File: config.mk
export PLATFORM = sky130hd
export DESIGN_NAME = program_loader_flat
export DESIGN_NICKNAME = d
export VERILOG_FILES = /design/src/rtl/loader_pkg.sv /design/src/rtl/program_loader_if.sv /design/src/rtl/instr_encoder.sv /design/src/rtl/program_loader.sv /design/src/flat_wrapper.sv
export SDC_FILE = /design/constraint.sdc
export NUM_CORES = 1
export LEC_CHECK = 0
export ABC_AREA = 1
export CORE_ASPECT_RATIO = 0.8
export CORE_MARGIN = 5
export CORE_UTILIZATION = 25
export CTS_BUF_LIST = sky130_fd_sc_hd__clkbuf_4
export DETAILED_ROUTE_END_ITERATION = 8
export PLACE_DENSITY_LB_ADDON = 0.1
export SLEW_MARGIN = 25
export SYNTH_ARGS = -nofsm -noshare
export SYNTH_HDL_FRONTEND = slang
export SYNTH_HIERARCHICAL = 1
export SYNTH_SLANG_ARGS = --single-unit
File: constraint.sdc
create_clock -name clk -period 1.2 [get_ports clk]
set_input_delay 0.24 -clock clk [delete_from_list [all_inputs] [get_ports clk]]
set_output_delay 0.24 -clock clk [all_outputs]
set_load 0.05 [all_outputs]
File: src/rtl/loader_pkg.sv
// Shared types and constants for the program loader: op and state enums,
// opcode/funct3 constants and the NOP used for optional fill (LOADER_ZERO_FILL_EN).
package loader_pkg;

  typedef enum logic [1:0] {
    OP_ADDI = 2'b00,
    OP_BEQ  = 2'b01,
    OP_BNE  = 2'b10,
    OP_RSVD = 2'b11
  } op_e;

  typedef enum logic [2:0] {
    S_IDLE,
    S_LOAD,
`ifdef LOADER_ZERO_FILL_EN
    S_FILL,
`endif
    S_DONE,
    S_ERR
  } state_e;

  localparam logic [6:0]  OPC_OPIMM  = 7'b0010011;
  localparam logic [6:0]  OPC_BRANCH = 7'b1100011;
  localparam logic [2:0]  F3_ADDI    = 3'b000;
  localparam logic [2:0]  F3_BEQ     = 3'b000;
  localparam logic [2:0]  F3_BNE     = 3'b001;
  localparam logic [31:0] NOP_WORD   = 32'h0000_0013;

endpackage

File: src/rtl/program_loader_if.sv
// Instruction-field stream into the loader plus the instruction memory write port.
interface program_loader_if
  import loader_pkg::*;
#(
  parameter int INSTR_LEN  = 32,
  parameter int ADDR_WIDTH = 8
);
  logic                  in_valid;
  logic                  in_ready;
  op_e                   op;
  logic [4:0]            rd;
  logic [4:0]            rs1;
  logic [4:0]            rs2;
  logic [12:0]           imm;
  logic                  last;
  logic                  mem_we;
  logic [ADDR_WIDTH-1:0] mem_addr;
  logic [INSTR_LEN-1:0]  mem_wdata;

  modport master (
    output in_valid, op, rd, rs1, rs2, imm, last,
    input  in_ready, mem_we, mem_addr, mem_wdata
  );

  modport slave (
    input  in_valid, op, rd, rs1, rs2, imm, last,
    output in_ready, mem_we, mem_addr, mem_wdata
  );
endinterface

File: src/rtl/instr_encoder.sv
// Combinational RV32I encoder for ADDI/BEQ/BNE; flags reserved ops and odd branch offsets.
module instr_encoder
  import loader_pkg::*;
#(
  parameter int INSTR_LEN = 32
) (
  input  op_e                  op,
  input  logic [4:0]           rd,
  input  logic [4:0]           rs1,
  input  logic [4:0]           rs2,
  input  logic [12:0]          imm,
  output logic [INSTR_LEN-1:0] word,
  output logic                 illegal
);

  logic [31:0] w;

  always_comb begin
    w       = '0;
    illegal = 1'b0;
    case (op)
      OP_ADDI: w = {imm[11:0], rs1, F3_ADDI, rd, OPC_OPIMM};
      OP_BEQ, OP_BNE: begin
        w = {imm[12], imm[10:5], rs2, rs1, (op == OP_BEQ) ? F3_BEQ : F3_BNE,
             imm[4:1], imm[11], OPC_BRANCH};
        // Branch targets are halfword aligned, so bit 0 of the offset must be clear.
        illegal = imm[0];
      end
      default: illegal = 1'b1;
    endcase
  end

  assign word = INSTR_LEN'(w);

endmodule

File: src/rtl/program_loader.sv
// Loads encoded instructions into instruction memory while holding the CPU in reset.
// Define LOADER_ZERO_FILL_EN to pad the rest of memory with NOPs after the last instruction.
module program_loader
  import loader_pkg::*;
#(
  parameter int INSTR_LEN  = 32,
  parameter int ADDR_WIDTH = 8
) (
  input  logic             clk,
  input  logic             rst_n,
  input  logic             start,
  program_loader_if.slave  bus,
  output logic             cpu_hold,
  output logic             done,
  output logic             err
);

  state_e                state, state_next;
  logic [ADDR_WIDTH-1:0] cnt, cnt_next;
  logic                  we_q, we_next;
  logic [ADDR_WIDTH-1:0] addr_q;
  logic [INSTR_LEN-1:0]  wdata_q, wdata_next;
  logic [INSTR_LEN-1:0]  enc_word;
  logic                  enc_illegal;
  logic                  at_end;

  instr_encoder #(.INSTR_LEN(INSTR_LEN)) u_enc (
    .op      (bus.op),
    .rd      (bus.rd),
    .rs1     (bus.rs1),
    .rs2     (bus.rs2),
    .imm     (bus.imm),
    .word    (enc_word),
    .illegal (enc_illegal)
  );

  assign at_end = (cnt == '1);

  always_ff @(posedge clk or negedge rst_n) begin
    if (!rst_n) begin
      state   <= S_IDLE;
      cnt     <= '0;
      we_q    <= 1'b0;
      addr_q  <= '0;
      wdata_q <= '0;
    end else begin
      state <= state_next;
      cnt   <= cnt_next;
      we_q  <= we_next;
      if (we_next) begin
        addr_q  <= cnt;
        wdata_q <= wdata_next;
      end
    end
  end

  always_comb begin
    state_next = state;
    cnt_next   = cnt;
    we_next    = 1'b0;
    wdata_next = enc_word;
    case (state)
      S_IDLE, S_DONE, S_ERR: begin
        if (start) begin
          state_next = S_LOAD;
          cnt_next   = '0;
        end
      end
      S_LOAD: begin
        if (bus.in_valid) begin
          if (enc_illegal) begin
            state_next = S_ERR;
          end else begin
            we_next  = 1'b1;
            cnt_next = cnt + ADDR_WIDTH'(1);
            if (bus.last) begin
`ifdef LOADER_ZERO_FILL_EN
              state_next = at_end ? S_DONE : S_FILL;
`else
              state_next = S_DONE;
`endif
            end else if (at_end) begin
              state_next = S_ERR;
            end
          end
        end
      end
`ifdef LOADER_ZERO_FILL_EN
      S_FILL: begin
        we_next    = 1'b1;
        wdata_next = INSTR_LEN'(NOP_WORD);
        cnt_next   = cnt + ADDR_WIDTH'(1);
        if (at_end) state_next = S_DONE;
      end
`endif
      default: state_next = S_IDLE;
    endcase
  end

  assign bus.in_ready  = (state == S_LOAD);
  assign bus.mem_we    = we_q;
  assign bus.mem_addr  = addr_q;
  assign bus.mem_wdata = wdata_q;
  assign done          = (state == S_DONE);
  assign err           = (state == S_ERR);
  assign cpu_hold      = (state != S_DONE);

endmodule

File: src/flat_wrapper.sv
// flat-port wrapper written by rule: the top's interface ports become plain ports
module program_loader_flat import loader_pkg::*;
#(
  parameter int INSTR_LEN  = 32,
  parameter int ADDR_WIDTH = 8
)
  (clk, rst_n, start, cpu_hold, done, err, bus_in_valid, bus_op, bus_rd, bus_rs1, bus_rs2, bus_imm, bus_last, bus_in_ready, bus_mem_we, bus_mem_addr, bus_mem_wdata);
  program_loader_if #(.INSTR_LEN(INSTR_LEN), .ADDR_WIDTH(ADDR_WIDTH)) bus_i ();
  input  logic clk;
  input  logic rst_n;
  input  logic start;
  output logic cpu_hold;
  output logic done;
  output logic err;
  input wire logic [$bits(bus_i.in_valid)-1:0] bus_in_valid;
  input wire logic [$bits(bus_i.op)-1:0] bus_op;
  input wire logic [$bits(bus_i.rd)-1:0] bus_rd;
  input wire logic [$bits(bus_i.rs1)-1:0] bus_rs1;
  input wire logic [$bits(bus_i.rs2)-1:0] bus_rs2;
  input wire logic [$bits(bus_i.imm)-1:0] bus_imm;
  input wire logic [$bits(bus_i.last)-1:0] bus_last;
  output wire logic [$bits(bus_i.in_ready)-1:0] bus_in_ready;
  output wire logic [$bits(bus_i.mem_we)-1:0] bus_mem_we;
  output wire logic [$bits(bus_i.mem_addr)-1:0] bus_mem_addr;
  output wire logic [$bits(bus_i.mem_wdata)-1:0] bus_mem_wdata;
  assign bus_i.in_valid = bus_in_valid;
  assign bus_i.op = bus_op;
  assign bus_i.rd = bus_rd;
  assign bus_i.rs1 = bus_rs1;
  assign bus_i.rs2 = bus_rs2;
  assign bus_i.imm = bus_imm;
  assign bus_i.last = bus_last;
  assign bus_in_ready = bus_i.in_ready;
  assign bus_mem_we = bus_i.mem_we;
  assign bus_mem_addr = bus_i.mem_addr;
  assign bus_mem_wdata = bus_i.mem_wdata;
  program_loader #(.INSTR_LEN(INSTR_LEN), .ADDR_WIDTH(ADDR_WIDTH)) u_core (.clk(clk), .rst_n(rst_n), .start(start), .bus(bus_i), .cpu_hold(cpu_hold), .done(done), .err(err));
endmodule
### After elaboration in Yosys (flattened, before gate mapping)

Index checks and enable logic that the tools add are counted.

* add/sub/neg operators: 1
* equality and inequality tests: 11
* mux-type cells: 16
* reduce and logical (&&, ||, !) cells: 7

Operator list (count)
* one-hot mux 32 bit (2 select lines): 1
* two-way mux 8 bit: 3
* one-hot mux 8 bit (2 select lines): 1
* two-way mux 3 bit: 5
* adder 8 x 1 -> 8 bit, second input constant: 1
* equality test 8 bit, second input constant: 1
* equality test 3 x 2 -> 1 bit, second input constant: 2
* != test 2 bit, second input constant: 3
* one-hot mux 3 bit (2 select lines): 1
* two-way mux 1 bit: 4
* != test 4 x 2 -> 1 bit, second input constant: 1
* AND reduction 4 bit: 1
* equality test 3 x 1 -> 1 bit, second input constant: 1
* logical NOT 3 bit: 1
* != test 3 x 2 -> 1 bit, second input constant: 1
* AND reduction 3 bit: 1
* OR reduction 3 bit: 1
* equality test 2 x 1 -> 1 bit, second input constant: 1
* equality test 2 bit, second input constant: 1
* logical NOT 2 bit: 1
* one-hot mux 1 bit (2 select lines): 1
* nonzero test 2 bit: 1
* OR reduction 2 bit: 1

* bits in registers: 52
* input port bits: 35

### Depth between registers and ports, before layout

Gate-level depths: netlist (run 1).

* depth after elaboration: 6
* depth in mapped cells: 12
* gate-level depth less buffers: 11

### By module

The synthesis (run 1) kept the hierarchy.

Modules (own cells, without submodules)
* program_loader: times used 1, cells an instance 253, area an instance 2112.0 um2
* instr_encoder: times used 1, cells an instance 88, area an instance 516.7 um2

### Least setup slack after synthesis (run 1)

No wires, ideal clock.

* path type: register -> output
* start point: register u_core.state[0]
* end point: output cpu_hold
* arrival time: 1575 ps
* data required time: 960 ps
* slack: -615 ps
* cell stages (with the launch flop): 3
* cell sequence: dfrtp_1 nor2_1 inv_1

* cells in the longest elaborated chain, start to end: 1

Ends and longest elaborated chain
* from (decl): RTL line program_loader.sv:18 `state_e state, state_next;`
* from (signal assigned): RTL line program_loader.sv:47 `state <= state_next;`
* != test 3 x 2 -> 1 bit: RTL line program_loader.sv:106 `assign cpu_hold = (state != S_DONE);`
* to (decl): RTL line flat_wrapper.sv:12 `output logic cpu_hold;`

No other way between the ends.

### Final worst setup path (run 1)

* start point: register u_core.state[0]
* end point: output bus_in_ready

* cells in the longest elaborated chain, start to end: 1

Ends and longest elaborated chain
* equality test 3 x 1 -> 1 bit: RTL line program_loader.sv:100 `assign bus.in_ready = (state == S_LOAD);`
* to (decl): RTL line flat_wrapper.sv:22 `output wire logic [$bits(bus_i.in_ready)-1:0] bus_in_ready;`

No other way between the ends.

==> results of run 1 <==
## timing repair
item	4_1_cts	5_1_grt
endpoints found under the setup margin	96	96
hold endpoints to repair	51	0
setup buffers	21	8
resized for setup	42	57
pin swaps	8	13
hold buffers	1	0
gates cloned	5	3
## report_power, final
part | leakage (nW) | switching (mW) | internal, mW
combinational | 1.67 | 3.78 | 3.86
sequential | 0.664 | 0.636 | 2.30
clock | 0.0317 | 0.580 | 0.251
## cell type report
type                            instances  area, sq um  share of cell area [%]
Clock buffer                            6         45.0                   0.894
Clock inverter                          2         12.5                   0.248
Inverter                               17         71.3                    1.42
Multi-Input combinational cell        255         1400                    27.8
Sequential cell                        51         1280                    25.4
Tap cell                              140          175                    3.48
Timing Repair Buffer                  142         2050                    40.7
## cell families after synthesis
kind of cell | after synthesis
flip-flops | 51
buffers and inverters | 38
AND/OR/NAND/NOR | 211
adder cells (fa/ha/maj) | 5
AO/OA/AOI/OAI | 35
other | 1
## layer usage
layer	part of all wire (%)	wire, microns	GRT usage [%]
met1	50	4210	18.9
met2	44	3710	20.3
met3	5.7	486	4.53
met4	0.65	55	2.78
met5	0.15	13	0
## flip-flops by register name, indices dropped and copies added, names as in the netlist
| register | flops |
|---|---|
| u_core/bus.mem_addr | 8 |
| u_core/bus.mem_wdata | 32 |
| u_core/bus.mem_we | 1 |
| u_core/cnt | 8 |
| u_core/state | 2 |
## tightest hold or removal path: cells and delay by family
| family | cells | cell delay (ps) |
|---|---|---|
| buf+inv | 3 | 900 |
## layout by cell type, fill, tap and decap left out, types with 6 or more instances in the layout
master,n
nor2_1,6
nand3_2,6
buf_6,15
buf_4,29
nand2_2,21
nand3_1,9
o21ai_2,8
nand2_4,8
nand2_1,153
clkdlybuf4s50_1,30
a21oi_2,18
dfrtp_1,47
inv_1,10
buf_12,56
clkbuf_4,6
## worst max-delay path by stage
| stage | slack [ps] | startpoint | to | cells past startpoint |
|---|---|---|---|---|
| 5_1_grt | -420 | u_core/state[0] | cpu_hold | 4 |
| 4_1_cts | -360 | u_core/state[0] | cpu_hold | 4 |
| 3_3_place_gp | -810 | bus_op[0] | u_core/bus.mem_wdata[1] | 10 |
| 6_report | -350 | u_core/state[0] | bus_in_ready | 4 |
| 3_5_place_dp | -850 | bus_op[0] | u_core/bus.mem_wdata[15] | 10 |
| 2_1_floorplan | -280 | bus_op[0] | u_core/bus.mem_addr[6] | 10 |
==> metrics.txt, run 1 <==
area grow syn2layout 91.6%; syn avg cell area 7.71 sq um; Worst Reg2Reg Path Length in Cells 9; Hold Crit Class input pin to asynchronous set/reset pin; max-capacitance violation count 0; final hold slack 355 ps; Cell Area, Synth 2630 sq um; fraction of layout instances using a drive strength above 1 42.3%; Post-synth EDFFs 0; Max Buffers Root-to-Sink 2; fin crit period 1550 ps; DP HPWL 5610 microns; Worst setup SP type flop; crit-path max FO 2; VDD IR max 1.27 mV; prevailing post-synth register cell dfrtp_1; Final Skew 17.5 ps; RSZ-0062 raised after global routing yes; Setup CP Type flop to output port; drt first pass iters 4; final antenna-violating net count 0; Synthesis Warnings 6; clock sinks 51; cell mode on critical path buf_12; xor/xnor share of the synthesized area 0%; first-pass GRT wire length 13600 microns; register bit total from synthesis 51; H-Tree Depth 2; Die Y-Extent 102 microns; CP endpoint kind output port; setup slack after placement -846 ps; die area 12700 sq um; most frequent cells after synthesis nand2_1 (183), dfrtp_1 (51), a21oi_2 (18); Synth Area in Simple Gates 31.6%; CTS Buf Count 5; clock root buffer clkbuf_4; die width 125 microns; Yosys top cell by area dfrtp_1; Power Dens Cells 2270 nW/um^2; row count 33; Synth top area share 48.5%; Bufs and invs on worst path 3; pin count of the biggest net entering global routing 52; reg2reg end u_core/cnt[3]; Async S/R FF share, synth 100%; failing checks setup timing; total global routing overflow 0; delay-heaviest family, CP flip-flops; Worst-Skew Late Latency 370 ps; DRT iter0 DRCs 118; Synth area leaders dfrtp_1 (49%), nand2_1 (26%), a21oi_2 (6.0%); vias in the first global route 2630; Syn Inst Count 341; NumNets Final 512; vias post-DR 2579; Antenna diodes 0; final setup vio count 90; Avg Vias per Cell 4.21; Synth Area in Compound Gates 9.23%; Initial Util 25.6%; initial antenna violation count 1; library cells used by synthesis 18; final core occ 49.0%; top-level I/O count 80; status finished, violations left; critical path's slowest cell dfrtp_2; # fillers 996; Leakage 2.37 nW; Worst Slack Setup Final -346 ps; overall routed net length 8470 microns; R2R setup slack -280 ps; Port Buffer Count 79; top-count cell post-synth nand2_1; worst flop-to-flop path startpoint u_core/state[1]; f_max 647 MHz; PnR Total Power 11.4 mW; Final Wtd Congestion 0.732; crit path DAT 1310 ps; DP Area 4230 sq um; main combinational cell family by area after synthesis simple AND/OR/NAND/NOR gates; CP Cell Sequence buf_12 -> nand2_8 -> clkinvlp_4 -> buf_12; mux cell area share after synthesis 0%; final hold violations 0; Worst Path Required 960 ps; setup_tns -12860 ps; Wirelength per Cell 13.8 microns; TritonCTS clock tree built; CP max stage delay 460 ps; DRC 0; Seq/Total Area, Yosys 48.5%; final instance area 5040 sq um; Tcrit/Tclk final 129%; Synth Area in Adders 2.38%; placed cells 569; Core Area 10300 sq um; Slew Limit Fails 0; Overall Global Routing Usage 13.5%; Reg clk slew, reported paths 160 ps; Post-Layout Cell Count 613
Power figures use the tool's default switching activity.
==> run 2: changes to the inputs <==
--- a/config.mk
+++ b/config.mk
@@ -12,6 +12,7 @@
 export CTS_BUF_LIST = sky130_fd_sc_hd__clkbuf_4
 export DETAILED_ROUTE_END_ITERATION = 8
 export PLACE_DENSITY_LB_ADDON = 0.1
+export SKIP_LAST_GASP = 1
 export SLEW_MARGIN = 25
 export SYNTH_ARGS = -nofsm -noshare
 export SYNTH_HDL_FRONTEND = slang
==> run 2 against run 1 <==
  * Fmax is 1.0% higher
  * Clock skew up 0.56 ps
  * First-iteration DRC count rose by 23%
  * Register-to-register slack improved by 60 ps
  * Cell area decreased by 6.8%
  * The flow still finishes with violations (setup timing)
  * Total power fell by 6.2%
  * Die area stayed put
  * Critical endpoint unchanged
  * Worst setup slack better by 15 ps
  * Hold slack improved by 3.0 ps
  * Largest cell class unchanged
  * Largest power group unchanged
==> metrics.txt, run 2 (synthesis gave the netlist of run 1 again) <==
Wirelength per Cell 13.4 microns (was 13.8 microns); Hold Crit Class input pin to asynchronous set/reset pin (unchanged); fraction of layout instances using a drive strength above 1 33.3% (was 42.3%); DRC 0 (unchanged); RSZ-0062 raised after global routing yes (unchanged); area grow syn2layout 78.5% (was 91.6%); placed cells 569 (unchanged); Setup CP Type flop to output port (unchanged); Leakage 2.22 nW (was 2.37 nW); top-level I/O count 80 (unchanged); crit-path max FO 2 (unchanged); Core Area 10300 sq um (unchanged); Worst setup SP type flop (unchanged); total global routing overflow 0 (unchanged); vias in the first global route 2624 (was 2630); most common cell after layout, fill and taps aside nand2_1 (unchanged); Antenna diodes 0 (unchanged); Initial Util 25.6% (unchanged); CTS Buf Count 5 (unchanged); Comb pwr share 65.0% (was 67.0%); DP HPWL 5610 microns (unchanged); final setup vio count 88 (was 90); setup slack after placement -846 ps (unchanged); P_int 6.00 mW (was 6.41 mW); DRT iter0 DRCs 145 (was 118); Register Area 1280 sq um (about the same); first-pass GRT wire length 13600 microns (about the same); Final Skew 18.0 ps (was 17.5 ps); final hold violations 0 (unchanged); max-capacitance violation count 0 (unchanged); overall routed net length 8140 microns (was 8470 microns); Reg power frac 27.2% (was 25.7%); die width 125 microns (unchanged); fin crit period 1530 ps (was 1550 ps); most frequent cells in the layout nand2_1 (177), buf_12 (52), dfrtp_1 (49), buf_4 (32), clkdlybuf4s50_1 (31) (was nand2_1 (153), buf_12 (56), dfrtp_1 (47), clkdlybuf4s50_1 (30), buf_4 (29)); Post-Layout Cell Count 605 (was 613); f_max 653 MHz (was 647 MHz); crit path DAT 1290 ps (was 1310 ps); Port Buffer Count 79 (unchanged); status finished, violations left (unchanged); vias post-DR 2522 (was 2579); Final Wtd Congestion 0.732 (unchanged); Worst-Skew Late Latency 370 ps (about the same); Overall Global Routing Usage 13.4% (was 13.5%); Power Dens Cells 2280 nW/um^2 (was 2270 nW/um^2); Tcrit/Tclk final 128% (was 129%); final antenna-violating net count 0 (unchanged); net switching power 4.71 mW (was 5.00 mW); Reg clk slew, reported paths 160 ps (about the same); pin count of the biggest net entering global routing 52 (unchanged); final hold slack 358 ps (was 355 ps); Worst Path Required 960 ps (about the same); H-Tree Depth 2 (unchanged); # fillers 1018 (was 996); failing checks setup timing (unchanged); Max Buffers Root-to-Sink 2 (unchanged); row count 33 (unchanged); Clock power frac 7.7% (was 7.3%); VDD IR max 1.26 mV (was 1.27 mV); CP endpoint kind output port (unchanged); Avg Vias per Cell 4.17 (was 4.21); die area 12700 sq um (unchanged); Die Y-Extent 102 microns (unchanged); PnR Total Power 10.7 mW (was 11.4 mW); TritonCTS clock tree built (unchanged); Worst Slack Setup Final -331 ps (was -346 ps); clock sinks 51 (unchanged); Slew Limit Fails 0 (unchanged); Net Sw Frac 44.0% (was 43.8%); Multi-input gate area 1230 sq um (was 1400 sq um); max reg flops 32 (unchanged); initial antenna violation count 0 (was 1); R2R setup slack -220 ps (was -280 ps); NumNets Final 504 (was 512); drt first pass iters 4 (unchanged); clock root buffer clkbuf_4 (unchanged)
run 2: cell types whose count changed in the layout (fill, tap and decap cells not counted), sizes merged:
| cell | previous run | this run |
|---|---|---|
| buf | 107 | 101 |
| clkdlybuf4s50 | 30 | 31 |
| clkbuf | 9 | 7 |
| dlygate4sd2 | 1 | 0 |
run 2: repair_timing:
item	4_1_cts	5_1_grt
hold endpoints to repair	51	0
setup buffers	21	3
setup endpoints to repair	96	96
gates resized for setup	29	10
hold buffers	1	0
pin swaps	5	4
cloned	5	0
run 2: cell type report:
class                   count  share of cell area, %
clock inverters             2                  0.267
multi-input cells         255                   26.3
flip-flops and latches     51                   27.3
well taps                 140                   3.73
clock buffers               6                  0.960
inverters                  17                   1.52
repair buffers            134                   39.9
run 2: critical path: stages, from the launching register on:
cell and delay (ps):
dfrtp_2 440, buf_4 150, nand2_4 70, clkinvlp_4 110, buf_12 160
run 2: through the flow:
stage,util (%),area [sq um],setup TNS (ps)
floorplan,-,2770,-13620
finish,45.6,4690,-8370
global route,45.6,4690,-14820
detailed placement,41.1,4230,-41170
CTS,45.2,4650,-10850
global placement,41.1,4230,-40030
run 2: per-layer routing:
layer / global-route usage (%) / share of wire (%) / up-vias
met5: 0 / 0 / -
met2: 20.1 / 43 / 49
met3: 4.53 / 5.8 / 2
met4: 2.78 / 0.38 / 0
li1: - / - / 1298
met1: 18.9 / 51 / 1173
run 2: power by group through the flow:
stage                     logic [mW]  registers, mW  clock network [mW]
after global routing            7.36           3.01               0.939
final                           6.96           2.92               0.829
after global placement          6.24           2.96                   0
after CTS                       6.93           2.94               0.880
after floorplan                 1.37           4.45                   0
after detailed placement        6.28           2.96                   0
run 2: final timing paths:
path / depth (start not counted) / end / startpoint
setup / recovery: 4 / bus_in_ready / u_core/state[0]
hold / removal: 3 / u_core/bus.mem_wdata[3] / rst_n
setup reg to reg: 9 / u_core/bus.mem_wdata[26] / u_core/state[0]
hold reg to reg: 2 / u_core/bus.mem_wdata[17] / u_core/bus.mem_wdata[17]
max in group asynchronous: 3 / u_core/state[0] / rst_n
min in group clk: 5 / u_core/bus.mem_wdata[12] / bus_op[1]
